===== config.mk =====
export PLATFORM = sky130hd
export DESIGN_NAME = uart_rx_autobaud_ctrl
export DESIGN_NICKNAME = d
export VERILOG_FILES = /design/src/rtl/uart_rx_autobaud_ctrl_pkg.sv /design/src/rtl/uart_byte_hold.sv /design/src/rtl/uart_rx_autobaud_ctrl.sv
export SDC_FILE = /design/constraint.sdc
export NUM_CORES = 1
export LEC_CHECK = 0
export ABC_AREA = 1
export CORE_ASPECT_RATIO = 0.9
export CORE_MARGIN = 2
export CORE_UTILIZATION = 40
export DETAILED_ROUTE_END_ITERATION = 8
export PLACE_DENSITY_LB_ADDON = 0.15
export SETUP_SLACK_MARGIN = 0.3
export SLEW_MARGIN = 20
export SYNTH_ARGS = -nofsm -noshare
export SYNTH_HDL_FRONTEND = slang
export SYNTH_SLANG_ARGS = --single-unit

===== constraint.sdc =====
create_clock -name clk -period 2.7 [get_ports clk]
set_input_delay 0.54 -clock clk [delete_from_list [all_inputs] [get_ports clk]]
set_output_delay 0.54 -clock clk [all_outputs]
set_load 0.01 [all_outputs]

===== src/rtl/uart_rx_autobaud_ctrl_pkg.sv =====
// Shared definitions for the autobaud controller: FSM encoding, reset baud
// divisor and the sync/settle/break multipliers reused by the receiver bench.
package uart_rx_autobaud_ctrl_pkg;

  typedef enum logic [1:0] {
    HUNT   = 2'd0,
    MEAS   = 2'd1,
    SETTLE = 2'd2,
    LOCKED = 2'd3
  } state_t;

  // Receiver divisor driven until the first successful lock.
  localparam int DEF_O = 8;

  // A 0x55 character shows five falling edges spanning eight bit periods.
  localparam int SYNC_EDGES = 5;

  // Idle-high time required before locking, and low time taken as a break,
  // both in multiples of the measured bit period.
  localparam int SETTLE_FACTOR = 2;
  localparam int BREAK_FACTOR  = 16;

endpackage


===== src/rtl/uart_byte_hold.sv =====
// Drains bytes from the receiver via its dr/dr_rst handshake into a
// one-entry valid/ready stage; bytes are forwarded only while enabled.
module uart_byte_hold (
  input  logic       clk,
  input  logic       rst,
  input  logic       en,
  input  logic       flush,
  input  logic       clr_ovr,
  input  logic [7:0] rx_out,
  input  logic       rx_dr,
  input  logic       ready,
  output logic       rx_dr_rst,
  output logic [7:0] data,
  output logic       valid,
  output logic       overrun
);

  logic dr_rst_d1;
  logic consider;
  logic take;
  logic space;

  // The flag is ignored while the clear pulse is out and for one cycle after,
  // so the receiver has time to drop it.
  assign consider = rx_dr & ~rx_dr_rst & ~dr_rst_d1;
  assign take     = consider & en & ~flush;
  assign space    = ~valid | ready;

  always_ff @(posedge clk or posedge rst) begin
    if (rst) begin
      rx_dr_rst <= 1'b0;
      dr_rst_d1 <= 1'b0;
      data      <= 8'h00;
      valid     <= 1'b0;
      overrun   <= 1'b0;
    end else begin
      rx_dr_rst <= consider;
      dr_rst_d1 <= rx_dr_rst;

      if (take && space) begin
        data <= rx_out;
      end

      if (flush || !en) begin
        valid <= 1'b0;
      end else if (take && space) begin
        valid <= 1'b1;
      end else if (ready) begin
        valid <= 1'b0;
      end

      if (clr_ovr) begin
        overrun <= 1'b0;
      end else if (take && !space) begin
        overrun <= 1'b1;
      end
    end
  end

endmodule


===== src/rtl/uart_rx_autobaud_ctrl.sv =====
// Autobaud controller: measures a 0x55 sync character on the raw RX line,
// programs the receiver divisor and drains received bytes while locked.
module uart_rx_autobaud_ctrl
  import uart_rx_autobaud_ctrl_pkg::*;
#(
  parameter int OW    = 4,
  parameter int O_DEF = DEF_O,
  parameter int CW    = OW + 4
) (
  input  logic          clk,
  input  logic          rst,
  input  logic          rx,
  input  logic          relock,
  output logic [OW-1:0] rx_o,
  input  logic [7:0]    rx_out,
  input  logic          rx_dr,
  output logic          rx_dr_rst,
  output logic [7:0]    data,
  output logic          valid,
  input  logic          ready,
  output logic          locked,
  output logic          overrun
);

  localparam int PMAX = (2 ** OW) - 1;

  logic rx_s1, rx_s2, rx_d;
  logic fall;

  state_t state, state_next;

  // One counter serves as the sync-span measurement in MEAS and as the
  // high/low run length in SETTLE and LOCKED.
  logic [CW-1:0] cnt, cnt_next, cnt_inc;
  logic [2:0]    edge_cnt, edge_next;
  logic          load_o;

  logic [CW:0]   c_rnd;
  logic [CW-3:0] period;
  logic          period_ok;
  logic [CW-1:0] settle_len, break_len;
  logic          flush;

  assign fall    = rx_d & ~rx_s2;
  assign cnt_inc = cnt + CW'(1);

  // Bit period rounded to nearest: (C + 4) >> 3 over eight bit times.
  assign c_rnd     = {1'b0, cnt} + (CW + 1)'(4);
  assign period    = c_rnd[CW:3];
  assign period_ok = (period >= (CW - 2)'(2)) && (period <= (CW - 2)'(PMAX));

  assign settle_len = CW'(rx_o) * CW'(SETTLE_FACTOR);
  assign break_len  = CW'(rx_o) * CW'(BREAK_FACTOR);

  // NOTE: every output of this block is given a default first, so no path
  // leaves a variable unassigned and no latch is inferred.
  always_comb begin
    state_next = state;
    cnt_next   = cnt;
    edge_next  = edge_cnt;
    load_o     = 1'b0;

    case (state)
      HUNT: begin
        cnt_next  = '0;
        edge_next = '0;
        if (fall) begin
          cnt_next   = CW'(1);
          edge_next  = 3'd1;
          state_next = MEAS;
        end
      end

      MEAS: begin
        cnt_next = cnt_inc;
        if (fall) begin
          edge_next = edge_cnt + 3'd1;
        end
        if (fall && (edge_cnt == 3'(SYNC_EDGES - 1))) begin
          cnt_next  = '0;
          edge_next = '0;
          if (period_ok) begin
            load_o     = 1'b1;
            state_next = SETTLE;
          end else begin
            state_next = HUNT;
          end
        end else if (cnt == '1) begin
          cnt_next   = '0;
          edge_next  = '0;
          state_next = HUNT;
        end
      end

      SETTLE: begin
        if (rx_s2) begin
          cnt_next = cnt_inc;
          if (cnt_inc == settle_len) begin
            cnt_next   = '0;
            state_next = LOCKED;
          end
        end else begin
          cnt_next = '0;
        end
      end

      LOCKED: begin
        if (!rx_s2) begin
          cnt_next = cnt_inc;
          if (cnt_inc == break_len) begin
            cnt_next   = '0;
            state_next = HUNT;
          end
        end else begin
          cnt_next = '0;
        end
      end

      default: state_next = HUNT;
    endcase

    // Relock overrides a lock completion or break seen in the same cycle.
    if (relock) begin
      state_next = HUNT;
      cnt_next   = '0;
      edge_next  = '0;
      load_o     = 1'b0;
    end
  end

  // NOTE: sequential state uses non-blocking assignments so every register
  // samples the pre-edge values regardless of statement order.
  always_ff @(posedge clk or posedge rst) begin
    if (rst) begin
      rx_s1    <= 1'b1;
      rx_s2    <= 1'b1;
      rx_d     <= 1'b1;
      state    <= HUNT;
      cnt      <= '0;
      edge_cnt <= '0;
      rx_o     <= OW'(O_DEF);
    end else begin
      rx_s1    <= rx;
      rx_s2    <= rx_s1;
      rx_d     <= rx_s2;
      state    <= state_next;
      cnt      <= cnt_next;
      edge_cnt <= edge_next;
      if (load_o) begin
        rx_o <= period[OW-1:0];
      end
    end
  end

  assign locked = (state == LOCKED);

  // Drop the held byte in the same cycle the lock is lost.
  assign flush = locked && (state_next != LOCKED);

  uart_byte_hold u_hold (
    .clk       (clk),
    .rst       (rst),
    .en        (locked),
    .flush     (flush),
    .clr_ovr   (relock),
    .rx_out    (rx_out),
    .rx_dr     (rx_dr),
    .ready     (ready),
    .rx_dr_rst (rx_dr_rst),
    .data      (data),
    .valid     (valid),
    .overrun   (overrun)
  );

endmodule

* After elaboration in Yosys (flattened, before gate mapping)
Index checks and enable logic that the tools add are counted.
** Cells by class
- Add/sub/neg operators :: 3
- $mul :: 0
- Div/mod/pow operators :: 0
- Magnitude comparators :: 2
- Equal/unequal tests :: 9
- Shifts and indexed selects :: 0
- Muxes and demuxes :: 34
- Bitwise operators :: 11
- Reductions and logical operators :: 13
** Operator list (number)
- two-way mux 8 bit :: 7
- one-hot mux 8 bit (4 select lines) :: 1
- two-way mux 2 bit :: 9
- two-way mux 3 bit :: 4
- two-way mux 1 bit :: 11
- adder 8 x 3 -> 9 bit (second input constant) :: 1
- adder 8 x 1 -> 8 bit (second input constant) :: 1
- equality test 8 x 5 -> 1 bit :: 1
- equality test 8 bit :: 1
- equality test 8 bit (second input constant) :: 1
- one-hot mux 2 bit (4 select lines) :: 1
- greater-or-equal comparator 6 x 2 -> 1 bit (second input constant) :: 1
- less-or-equal comparator 6 x 4 -> 1 bit (second input constant) :: 1
- one-hot mux 3 bit (2 select lines) :: 1
- nonzero test 3 bit :: 2
- AND 1 bit :: 5
- logical AND 1 bit :: 5
- != test 5 bit (second input constant) :: 1
- NOT 1 bit :: 5
- equality test 2 bit (second input constant) :: 2
- adder 3 x 1 -> 3 bit (second input constant) :: 1
- equality test 3 bit (second input constant) :: 1
- equality test 2 x 1 -> 1 bit (second input constant) :: 1
- zero test 1 bit :: 2
- 6 further kinds :: 6
** Word-level totals
- Register bits :: 32
- Bits in latches :: 0
- Bits in writable memories :: 0
- ROM bits :: 0
- Bits of input ports :: 14
- Output and inout port bits :: 16
- Word-level logic and storage cells :: 84
- Memories kept :: 0

* Longest topological paths before layout
- Depth after elaboration :: 14
- Mapped depth :: 17

* By module
Synthesis repeated with hierarchy kept, for this count alone.
** Second synthesis, totals
- Cells, all modules :: 256
- Area, all modules :: 1913.1 µm²
** By module, submodules not included
- uart_rx_autobaud_ctrl :: instances 1, cells each 203, area each 1397.6 µm², seq. area each 505.5 µm²
- uart_byte_hold :: instances 1, cells each 53, area each 515.5 µm², seq. area each 300.3 µm²

* Least setup slack after synthesis
OpenSTA, ideal clock, no wires.
- Kind :: register to register
- From :: register cnt[2]
- To :: register u_hold.data[0]
- Arrival :: 1.834 ns
- Path slack :: 0.801 ns
- Cell stages (with the launch flop) :: 16
- Buffers on the path :: 0
- Path through :: dfrtp_1 ha_1 nand2_1 nand2_1 nand2_1 nand2_1 nand3_1 nor2_2 nand3_1 nand2_1 inv_2 nand2_4 nand3_4 nor2_8 nand3_1 nand2_1
** Between the ends
- Longest elaborated chain between the ends :: 12
- Elaborated cells between the ends (all ways) :: 22
** RTL lines
- start, declared :: line uart_rx_autobaud_ctrl.sv:34 : logic [CW-1:0] cnt, cnt_next, cnt_inc;
- start signal, assigned :: line uart_rx_autobaud_ctrl.sv:147 : cnt <= cnt_next;
- adder 8 x 3 -> 9 bit :: line uart_rx_autobaud_ctrl.sv:48 : assign c_rnd = {1'b0, cnt} + (CW + 1)'(4);
- greater-or-equal comparator 6 x 2 -> 1 bit or less-or-equal comparator 6 x 4 -> 1 bit (tied branches) :: line uart_rx_autobaud_ctrl.sv:50 : assign period_ok = (period >= (CW - 2)'(2)) && (period <= (CW - 2)'(PMAX));
- logical AND 1 bit :: line uart_rx_autobaud_ctrl.sv:50
- two-way mux 2 bit :: line uart_rx_autobaud_ctrl.sv:82 : if (period_ok) begin
- two-way mux 2 bit :: line uart_rx_autobaud_ctrl.sv:79 : if (fall && (edge_cnt == 3'(SYNC_EDGES - 1))) begin
- one-hot mux 2 bit (4 select lines) (*) :: line uart_rx_autobaud_ctrl.sv:63 : case (state)
- two-way mux 2 bit (*) :: line uart_rx_autobaud_ctrl.sv:123 : if (relock) begin
- != test 2 bit (*) :: line uart_rx_autobaud_ctrl.sv:158 : assign flush = locked && (state_next != LOCKED);
- logical AND 1 bit (*) :: line uart_rx_autobaud_ctrl.sv:158
- NOT 1 bit (*) :: line uart_byte_hold.sv:26 : assign take = consider & en & ~flush;
- AND 1 bit (*) :: line uart_byte_hold.sv:26
- logical AND 1 bit (*) :: line uart_byte_hold.sv:40 : if (take && space) begin
- end signal, assigned :: line uart_byte_hold.sv:41 : data <= rx_out;
- end, declared :: line uart_byte_hold.sv:13 : output logic [7:0] data,
Every way passes the cells marked *; elsewhere a longest branch is shown, timed or not.
A chain may end at the register's enable or synchronous reset.

* Final worst setup path
- From :: register state[1]
- To :: output port locked
** Between the ends
- Longest elaborated chain between the ends :: 1
** RTL lines
- start, declared :: line uart_rx_autobaud_ctrl.sv:30 : state_t state, state_next;
- start signal, assigned :: line uart_rx_autobaud_ctrl.sv:146 : state <= state_next;
- equality test 2 bit :: line uart_rx_autobaud_ctrl.sv:155 : assign locked = (state == LOCKED);
- end, declared :: line uart_rx_autobaud_ctrl.sv:21 : output logic locked,
Every way passes these cells.

==> summary.md <==
| Metric | Value |
|---|---|
| Outcome | `completed` |
| Worst-margin pin slew | `0.678 ns` |
| Clock tree skew after final layout | `0.00654 ns` |
| I/O Pins | `30` |
| Final min period | `2.16 ns` |
| Max Slew Vio Count | `0` |
| Synth area leaders | `dfrtp_1 36%, nand2_1 13%, nand3_1 8.2%` |
| Hold slack final | `0.352 ns` |
| Category of the most critical setup path | `flop to output pin` |
| Final-stage net count | `312` |
| Post-synthesis xor/xnor area fraction | `1.79%` |
| Wire length on met2 | `1.88 mm` |
| Total number of clock tree sinks | `32` |
| Final hold violation count | `0` |
| Count of warnings emitted by yosys | `0` |
| Cell count after placement | `351` |
| Cell at the root of the clock tree | `clkbuf_8` |
| Total number of vias | `1737` |
| Die Span X | `77.8 um` |
| Starting density of the core | `41.1%` |
| Detailed placement HPWL | `3.41 mm` |
| Biggest fanout along the worst timing path | `5` |
| # fillers | `455` |
| Number of core rows | `24` |
| Slowest cell delay on critical path | `0.60 ns` |
| Portion of netlist area occupied by mux cells | `0%` |
| GRT Overall Usage | `17.0%` |
| Required time at the endpoint of the critical path | `2.16 ns` |
| First-pass iteration count of the detailed router | `5` |
| Highest metal layer used by the detailed router | `met4` |
| Post-synthesis simple-gate area fraction | `39.9%` |
| Post-place instance area | `0.00233 mm2` |
| Multi-input gate area in the final layout | `0.00101 mm2` |
| M1 wire length | `2.22 mm` |
| Post-CTS setup buffer count | `0` |
| Mapped Cells | `257` |
| Average cell area after synthesis | `7.63 um2` |
| Startpoint Class | `flop` |
| Max-cap violation count | `0` |
| Peak ir drop on the vdd network | `275 uV` |
| Die height | `70.4 um` |
| Post-route design area | `0.00245 mm2` |
| Synthesized cell area | `0.00196 mm2` |
| Power density normalized to cell area | `419 mW/mm2` |
| Pin count of the biggest net entering global routing | `33` |
| Net count of the mapped netlist | `276` |
| RSZ-0062 raised after global routing | `no` |
| Floorplan die area | `0.00548 mm2` |
| Residual DRC | `0` |
| Diode count | `0` |
| Type of destination of the critical path | `output pin` |
| Post-Synth Adder-Cell Area | `3.19%` |
| GR Overflow Total | `0` |
| Number of resized instances in the post-cts repair step | `0` |
| Clock buffers created by TritonCTS | `5` |
| Cts hold-fix bufs | `0` |
| CTS tree | `yes` |
| Setup violation total in the final timing report | `0` |
| Yosys cell types | `31` |
| Vias in the first global route | `1559` |
| Cell type contributing the most total cell area after synthesis | `dfrtp_1` |
| Most used cells in the layout excluding fill and tap cells | `68 x nand2_1, 35 x inv_1, 32 x nand3_1` |
| Flip-flop and latch area | `810 um2` |
| Latest clock arrival within the worst-skew pair | `0.29 ns` |
| Layout area overhead | `25.0%` |
| Max-Slew Margin vs Limit | `54.5%` |
| Final Non-Filler Cells | `359` |
| Area fraction of the dominant cell type after synthesis | `35.7%` |
| Worst path slowest cell | `clkdlybuf4s50_1` |
| Post-route setup TNS | `0 ns` |
| Fraction of the cycle the final worst path needs | `79.8%` |
| Routed wire length | `4.36 mm` |
| Fraction of final layout cells sized beyond drive strength 1 | `14.3%` |
| Depth of the worst hold-timing path | `0` |
| Register area share after synthesis | `41.1%` |
| First-pass GRT wire length | `7.29 mm` |
| Core Area | `0.00477 mm2` |
| Post-synthesis sequential element count | `32` |
| Met3 wire len | `182 um` |
| Antenna violations before repair | `0` |
| Most common cell after layout, fill and taps aside | `nand2_1` |
| Critical path data arrival time | `1.62 ns` |
| DR iter-0 viols | `72` |
| Cell Chain, Critical Path | `nand2_1 > inv_1 > clkdlybuf4s50_1` |
| Type of the tightest min-delay check | `flop to flop` |
| Port buffer count | `29` |
| Detail-routed net length per standard cell | `12.1 um` |
| Clock edge transition at the registers on the reported setup and hold paths | `0.07 ns` |
| Cell leakage power | `0.00121 uW` |
| Final weighted congestion in routability-driven placement | `0.854` |
| Detail Route Antenna Nets | `0` |
| Highest attainable clock frequency | `0.464 GHz` |
| Via-to-Cell Ratio | `4.84` |
| Clk buf depth | `2` |
| Worst Reg-to-Reg Cells | `14` |
| Post-synthesis compound-gate area fraction | `6.51%` |
| H-tree level count | `2` |
| Largest family of logic cells by synthesized area | `simple AND/OR/NAND/NOR gates` |
synth_stat cells, drive strengths merged:
library cell  number
buf                1
o2111ai            1
nand4              6
xor2               2
o22ai              1
a21boi             1
nand3             34
a21oi              9
dfrtp             28
o21ai              9
nor4               1
inv               38
or2                1
o21bai             1
xnor2              2
nor3               3
nand2             77
dfstp              4
nor2              33
ha                 5
power breakdown:
| group | switching, uW | internal, uW | leakage (uW) |
|---|---|---|---|
| combinational | 42.6 | 32.5 | 0.000745 |
| clock | 180 | 274 | 0.0000552 |
| sequential | 7.34 | 490 | 0.000414 |
| total | 230 | 796 | 0.00121 |
routing by layer:
| metal | GRT usage (%) | vias up |
|---|---|---|
| met4 | 6.55 | 0 |
| met5 | 0 | - |
| met1 | 25.6 | 804 |
| met3 | 3.49 | 6 |
| met2 | 23.8 | 32 |
| li1 | - | 895 |
logic make-up (layout without fill, tap and decap cells):
| logic type | count (synthesis) | in the layout |
|---|---|---|
| AND/OR/NAND/NOR | 155 | 155 |
| XOR/XNOR | 4 | 4 |
| adder cells (fa/ha/maj) | 5 | 5 |
| buffers and inverters | 39 | 76 |
| AO/OA/AOI/OAI | 22 | 22 |
| flip-flops | 32 | 32 |
cell type report:
| type | instances | area share, % |
|---|---|---|
| clock buffers | 6 | 2.96 |
| clock inverters | 2 | 1.43 |
| inverters | 38 | 5.82 |
| multi-input cells | 186 | 41.3 |
| flip-flops and latches | 32 | 33.0 |
| well taps | 65 | 3.32 |
| repair buffers | 30 | 12.1 |
path summary, 6_finish.rpt:
check / start / endpoint / slack [ns]
max reg2reg: cnt[0] / u_hold.data[5] / 0.58
min reg2reg: rx_s1 / rx_s2 / 0.35
max in group asynchronous: rst / rx_s1 / 1.72
min: rx_s1 / rx_s2 / 0.35
max: state[1] / locked / 0.54
min in group asynchronous: rst / u_hold.data[4] / 0.65
metrics by stage:
stage          power, uW  util [%]  setup slack, ns
2_1_floorplan        546         -            0.801
3_3_place_gp         581      48.9            0.494
3_5_place_dp         582      48.9            0.449
4_1_cts             1040      51.2            0.466
5_1_grt             1070      51.3            0.347
6_report            1030      51.3            0.544
critical path, delay by kind of cell (launching register included):
kind,cells,cell delay [ns]
buffers and inverters,2,0.83
DFF,1,0.41
and+or+nand+nor,1,0.09
registers in the layout, summed over array words and instances, names as in the netlist, 2 cells and up:
| signal | flops |
|---|---|
| u_hold.data | 8 |
| cnt | 8 |
| rx_o | 4 |
| edge_cnt | 3 |
| state | 2 |
Note: power is estimated with default switching activity, not from simulation.
